## config.mk

```make
export PLATFORM = sky130hd
export DESIGN_NAME = input_conditioner
export DESIGN_NICKNAME = d
export VERILOG_FILES = /design/src/rtl/input_conditioner.sv
export SDC_FILE = /design/constraint.sdc
export NUM_CORES = 1
export LEC_CHECK = 0
export BUFFER_PORTS_ARGS = -buffer_cell sky130_fd_sc_hd__buf_2
export CORE_ASPECT_RATIO = 1.1
export CORE_MARGIN = 2
export CORE_UTILIZATION = 25
export CTS_BUF_LIST = sky130_fd_sc_hd__clkbuf_2
export DETAILED_ROUTE_END_ITERATION = 8
export PLACE_DENSITY = 0.47
export SYNTH_ARGS = -nofsm -noshare
export SYNTH_HDL_FRONTEND = slang
export SYNTH_SLANG_ARGS = --single-unit
```

## constraint.sdc

```tcl
create_clock -name clk_in -period 1.9 [get_ports clk_in]
set_clock_uncertainty 0.05 [all_clocks]
set_input_delay 0 -clock clk_in [delete_from_list [all_inputs] [get_ports clk_in]]
set_output_delay 0 -clock clk_in [all_outputs]
set_load 0.005 [all_outputs]
```

## src/rtl/input_conditioner.sv

```systemverilog
// Synchronizes an asynchronous pin, debounces it, and reports clean edges
// as single-cycle pulses plus a wrapping rising-edge count.
module input_conditioner #(
  parameter int SYNC_STAGES     = 2,
  parameter int DEBOUNCE_CYCLES = 4,
  parameter int CNT_WIDTH       = 8
) (
  input  logic                 clk_in,
  input  logic                 rst,
  input  logic                 sig_in,
  input  logic                 count_clr,
  output logic                 sig_sync,
  output logic                 sig_clean,
  output logic                 rise_pulse,
  output logic                 fall_pulse,
  output logic [CNT_WIDTH-1:0] edge_count
);

  localparam int DEB_W = $clog2(DEBOUNCE_CYCLES + 1);
  localparam logic [DEB_W-1:0] DEB_LAST = DEB_W'(DEBOUNCE_CYCLES - 1);

  logic [SYNC_STAGES-1:0] sync_q, sync_d;
  logic [DEB_W-1:0]       deb_q, deb_d;
  logic                   clean_q, clean_d;
  logic                   rise_q, rise_d;
  logic                   fall_q, fall_d;
  logic [CNT_WIDTH-1:0]   cnt_q, cnt_d;

  always_comb begin
    sync_d  = {sync_q[SYNC_STAGES-2:0], sig_in};
    deb_d   = deb_q;
    clean_d = clean_q;
    rise_d  = 1'b0;
    fall_d  = 1'b0;

    // Any sample agreeing with the clean level restarts the run.
    if (sync_q[SYNC_STAGES-1] == clean_q) begin
      deb_d = '0;
    end else if (deb_q == DEB_LAST) begin
      deb_d   = '0;
      clean_d = sync_q[SYNC_STAGES-1];
      rise_d  = sync_q[SYNC_STAGES-1];
      fall_d  = ~sync_q[SYNC_STAGES-1];
    end else begin
      deb_d = deb_q + DEB_W'(1);
    end

    // A clear coinciding with a registered rise still counts that rise.
    cnt_d = cnt_q;
    if (count_clr && rise_q) begin
      cnt_d = CNT_WIDTH'(1);
    end else if (count_clr) begin
      cnt_d = '0;
    end else if (rise_q) begin
      cnt_d = cnt_q + CNT_WIDTH'(1);
    end
  end

  always_ff @(posedge clk_in) begin
    if (rst) begin
      sync_q  <= '0;
      deb_q   <= '0;
      clean_q <= 1'b0;
      rise_q  <= 1'b0;
      fall_q  <= 1'b0;
      cnt_q   <= '0;
    end else begin
      sync_q  <= sync_d;
      deb_q   <= deb_d;
      clean_q <= clean_d;
      rise_q  <= rise_d;
      fall_q  <= fall_d;
      cnt_q   <= cnt_d;
    end
  end

  assign sig_sync   = sync_q[SYNC_STAGES-1];
  assign sig_clean  = clean_q;
  assign rise_pulse = rise_q;
  assign fall_pulse = fall_q;
  assign edge_count = cnt_q;

endmodule

```

# --- After elaboration in Yosys (flattened, before gate mapping) ---
# Index checks and enable logic that the tools add are counted.
word_totals:
  regBits: 16
  word_cells: 23
classes:
  add_sub_neg: 2
  eq_ne: 2
  n_mux: 3
  n_bitwise: 3
  reduce_logical: 6
ops:
  columns: ["op", "n"]
  rows:
  - ["3-bit OR reduction", 3]
  - ["8-bit by 1-bit adder with 8-bit output (second input constant)", 1]
  - ["3-bit by 1-bit adder with 3-bit output (second input constant)", 1]
  - ["3-bit by 2-bit equality test with 1-bit output (second input constant)", 1]
  - ["1-bit two-way mux", 3]
  - ["1-bit inverter", 3]
  - ["3-bit nonzero test", 1]
  - ["2-bit AND reduction", 1]
  - ["1-bit equality test", 1]
  - ["1-bit logical AND", 1]

# --- Longest topological paths before layout ---
logic_depth:
  ltp_word: 4
  ltp_mapped: 4

# --- Least setup slack after synthesis ---
# OpenSTA, ideal clock, no wires.
synth_timing:
  path_kind: "register -> register"
  start: "reg deb_q[0]"
  end: "reg deb_q[0]"
  arrival_time_ns: 1.161
  t_required_ns: 1.785
  slack_ns: 0.624
  stages_incl_launch_ff: 5
  path_buffers: 0
  path_cell_list: "dfxtp_1 > ha_1 > ha_1 > or3_1 > nor2_1"
synth_via:
  elab_chain_len: 2
  elab_cells_between_ends: 3
  cone_classes: "add/sub (1); eq/ne (1); reduce/logical (1)"
synth_rtl:
  columns: ["item", "line_no", "rtl"]
  rows:
  - ["start, declared", "23", "logic [DEB_W-1:0] deb_q, deb_d;"]
  - ["start signal, assigned", "62", "deb_q <= '0;"]
  - ["start signal, assigned", "69", "deb_q <= deb_d;"]
  - ["parallel branches: the longest is 2 deep, another holds 3-bit by 1-bit adder with 3-bit output", null, null]
# Several ways; the timed one is not identified.
# A chain may end at the register's enable or synchronous reset.

# --- Final worst setup path ---
layout_timing:
  start: "reg cnt_q[0], in the netlist edge_count[0]"
  end: "reg cnt_q[0], in the netlist edge_count[0]"
layout_via:
  elab_chain_len: 4
layout_rtl:
  columns: ["item", "line_no", "rtl"]
  rows:
  - ["start, declared", "27", "logic [CNT_WIDTH-1:0] cnt_q, cnt_d;"]
  - ["start signal, assigned", "73", "cnt_q <= cnt_d;"]
  - ["8-bit by 1-bit adder with 8-bit output", "55", "cnt_d = cnt_q + CNT_WIDTH'(1);"]
  - ["1-bit two-way mux", "54", "end else if (rise_q) begin"]
  - ["1-bit two-way mux", "52", "end else if (count_clr) begin"]
  - ["1-bit two-way mux", "50", "if (count_clr && rise_q) begin"]
# Every way passes these cells. The select of a mux whose other input is x is not followed.

==> results.toml <==
[synthesis]
synthesis.area_um2 = 603
syn_nets = 67
synthesis.yosys.warnings = 0
number_of_instances_in_the_synthesized_netlist = 60
post_synth_cell_types = 17
syn-mean-instance-area_um2 = 10.1
ys_seq_area_share_pct = 53.1
postSynthRegisterBits = 16

[global_routing]
first_pass_grt_wire_length_um = 1790
grt_antenna_before_repair = 0
grt_max_degree = 9
grt.overflow.total = 0
global_route.usage.total_pct = 8.79
first_global_vias = 432

[hold_path]
worst_hold_path_type = "primary input to register"
worst_hold_startpoint = "count_clr"

[floorplan]
io-pin-count = 16
start_util_pct = 26.5
die-height_um = 55.5
fp-row-count = 18
floorplan.die_area_mm2 = 0.00282
die_w_um = 50.8
core_area_mm2 = 0.00227

[layout]
nets = 90
post_route_cells_drive_above_1_share_pct = 24.7
num_antenna_cells = 0
fill_cells = 256
flow.area_growth_from_synthesis_pct = 27.2
finish.utilization_pct = 33.7
final_cell_area_um2 = 767
stdcell_count = 111

[cts]
cts_hold_buffers = 4
worst_skew_pair.late_latency_ns = 0.27
clock_tree_from_tritoncts = "done"
post_cts.repair.setup_buffers = 0
cts-htree-levels = 1
clock_sink_count = 16
root_buffer = "sky130_fd_sc_hd__clkbuf_2"
clk_path_buf_depth = 2
post_cts.resized_instances = 0
tritoncts.num_buffers = 3
clock_slew_at_the_register_clock_pins_of_the_worst_setup_and_hold_paths_ns = 0.14

[power_and_ir_drop]
p_sw_mw = 0.102
ir_worst_vdd_mv = 0.411
power_per_cell_area_mw_per_mm2 = 643
p_seq_share_pct = 68.9
internal-power_mw = 0.391
power_mw = 0.493
clock_power_share_pct = 27.6
p_sw_share_pct = 20.7
comb_power_share_pct = 3.5
leakagePower_nw = 0.326

[route]
drt-pass1-iter-count = 4
wl_per_cell_um = 9.64
drt.antenna.violating_nets = 0
routed_via_density = 4.37
drc = 0
postRouteWirelength_um = 1070
via_count_of_the_routed_design = 485
drtIter0Drc = 5

[sta]
worst_slack_ns = 0.445
max_freq_mhz = 687
setup_viol_count_final = 0
slew-limit-headroom_pct = 83.6
finalHoldViolations = 0
fin_setup_tns_ns = 0
max_slew.worst_pin.slew_ns = 0.243
whs_ns = 0.0301
timing_max_transition_violations_final = 0
timing.final.crit_period_ns = 1.46
rsz_0062_raised_after_global_routing = "no"
final_min_period_over_clock_period_pct = 76.6

[setup_path]
worstSetupStartpointType = "register"
critPathArrivalTime_ns = 1.57
cp_max_fo = 4
critical_path_required_ns = 2.02
r2r-start = "edge_count[0]"
critical_path.startpoint = "edge_count[0]"
setup.worst_path.end_class = "register"
timing.setup.critical_path_class = "register to register"
rrSetupSlack_ns = 0.44

[place]
gpl.final_weighted_congestion = 0.607
standard_cell_area_after_detailed_placement_um2 = 712
dpl_worst_slack_ns = 0.555
dp_cell_count = 104
post-dp-hpwl_um = 798
io_buffers = 15

[flow_run]
maxCapViolCount = 0

[run_status]
result_of_the_run = "completed"
[kinds of logic after synthesis]
family	Yosys count	synth area share [%]
and+or+nand+nor	25	23.2
muxes	2	3.32
buffers and inverters	3	1.87
xor gates and xnor gates	5	7.26
adders and majority gates	3	6.22
AOI/OAI and AO/OA	6	4.98
DFF	16	53.1
[worst paths after layout]
path	depth (start not counted)	end
max	4	edge_count[0]
max reg2reg	4	edge_count[0]
min reg2reg	1	deb_q[0]
min	3	edge_count[7]
[cells in the mapped netlist]
master	count	area share [%]
sky130_fd_sc_hd__nand2_1	3	1.9
sky130_fd_sc_hd__or2_2	1	1.0
sky130_fd_sc_hd__nor4bb_1	2	3.3
sky130_fd_sc_hd__nand4_2	1	2.1
sky130_fd_sc_hd__nor2_1	9	5.6
sky130_fd_sc_hd__inv_1	2	1.2
sky130_fd_sc_hd__o21ai_0	3	2.5
sky130_fd_sc_hd__a21oi_1	3	2.5
sky130_fd_sc_hd__dfxtp_1	16	53
sky130_fd_sc_hd__or3_1	4	4.1
sky130_fd_sc_hd__xnor2_1	2	2.9
sky130_fd_sc_hd__ha_1	3	6.2
sky130_fd_sc_hd__clkbuf_1	1	0.62
sky130_fd_sc_hd__nand4_1	2	2.1
sky130_fd_sc_hd__nor2b_1	3	3.1
sky130_fd_sc_hd__xor2_1	3	4.4
sky130_fd_sc_hd__mux2i_1	2	3.3
[worst max-delay path, stage by stage (launching register included)]
cell	delay, ns
sky130_fd_sc_hd__dfxtp_1	0.41
sky130_fd_sc_hd__nor2b_1	0.18
sky130_fd_sc_hd__xnor2_1	0.13
sky130_fd_sc_hd__nor2_1	0.05
sky130_fd_sc_hd__dlygate4sd3_1	0.54
[state kept, by name, indices dropped and copies added, names as in the netlist]
name and flops:
sig_clean 1, rise_pulse 1, deb_q 3, sync_q 2, fall_pulse 1, edge_count 8
[power by group through the flow]
| stage | Sequential, mW | Combinational (mW) | Clock, mW |
|---|---|---|---|
| final | 0.340 | 0.0173 | 0.136 |
| after global placement | 0.347 | 0.0129 | 0 |
| after floorplan | 0.347 | 0.00623 | 0 |
| after detailed placement | 0.347 | 0.0131 | 0 |
| after global routing | 0.341 | 0.0197 | 0.169 |
| after CTS | 0.340 | 0.0177 | 0.154 |
[placed cells by master (no fill, tap or decap), types with 3 or more instances in the layout]
cell type / count
sky130_fd_sc_hd__dfxtp_1: 16
sky130_fd_sc_hd__buf_2: 15
sky130_fd_sc_hd__nor2_1: 9
sky130_fd_sc_hd__or3_1: 4
sky130_fd_sc_hd__dlygate4sd3_1: 4
sky130_fd_sc_hd__o21ai_0: 3
sky130_fd_sc_hd__a21oi_1: 3
sky130_fd_sc_hd__nor2b_1: 3
sky130_fd_sc_hd__nand2_1: 3
sky130_fd_sc_hd__xor2_1: 3
sky130_fd_sc_hd__ha_1: 3
sky130_fd_sc_hd__clkbuf_2: 3
[metal layers]
layer  vias to the layer above  wire (um)  global-route usage (%)
met2                        14        497                    13.2
met1                       223        507                    9.83
met4                         0         12                    6.95
li1                        246          -                       -
met3                         2         52                    3.24
met5                         -          0                       0
[cell type report]
cell class,count,area (um^2),share of cell area [%]
sequential,16,320,41.8
inverter,2,7.51,0.979
tap,30,37.5,4.89
multi-input combinational,41,272,35.4
timing repair buffer,19,115,15.0
clock buffer,3,15.0,1.96
Power figures use the tool's default switching activity.
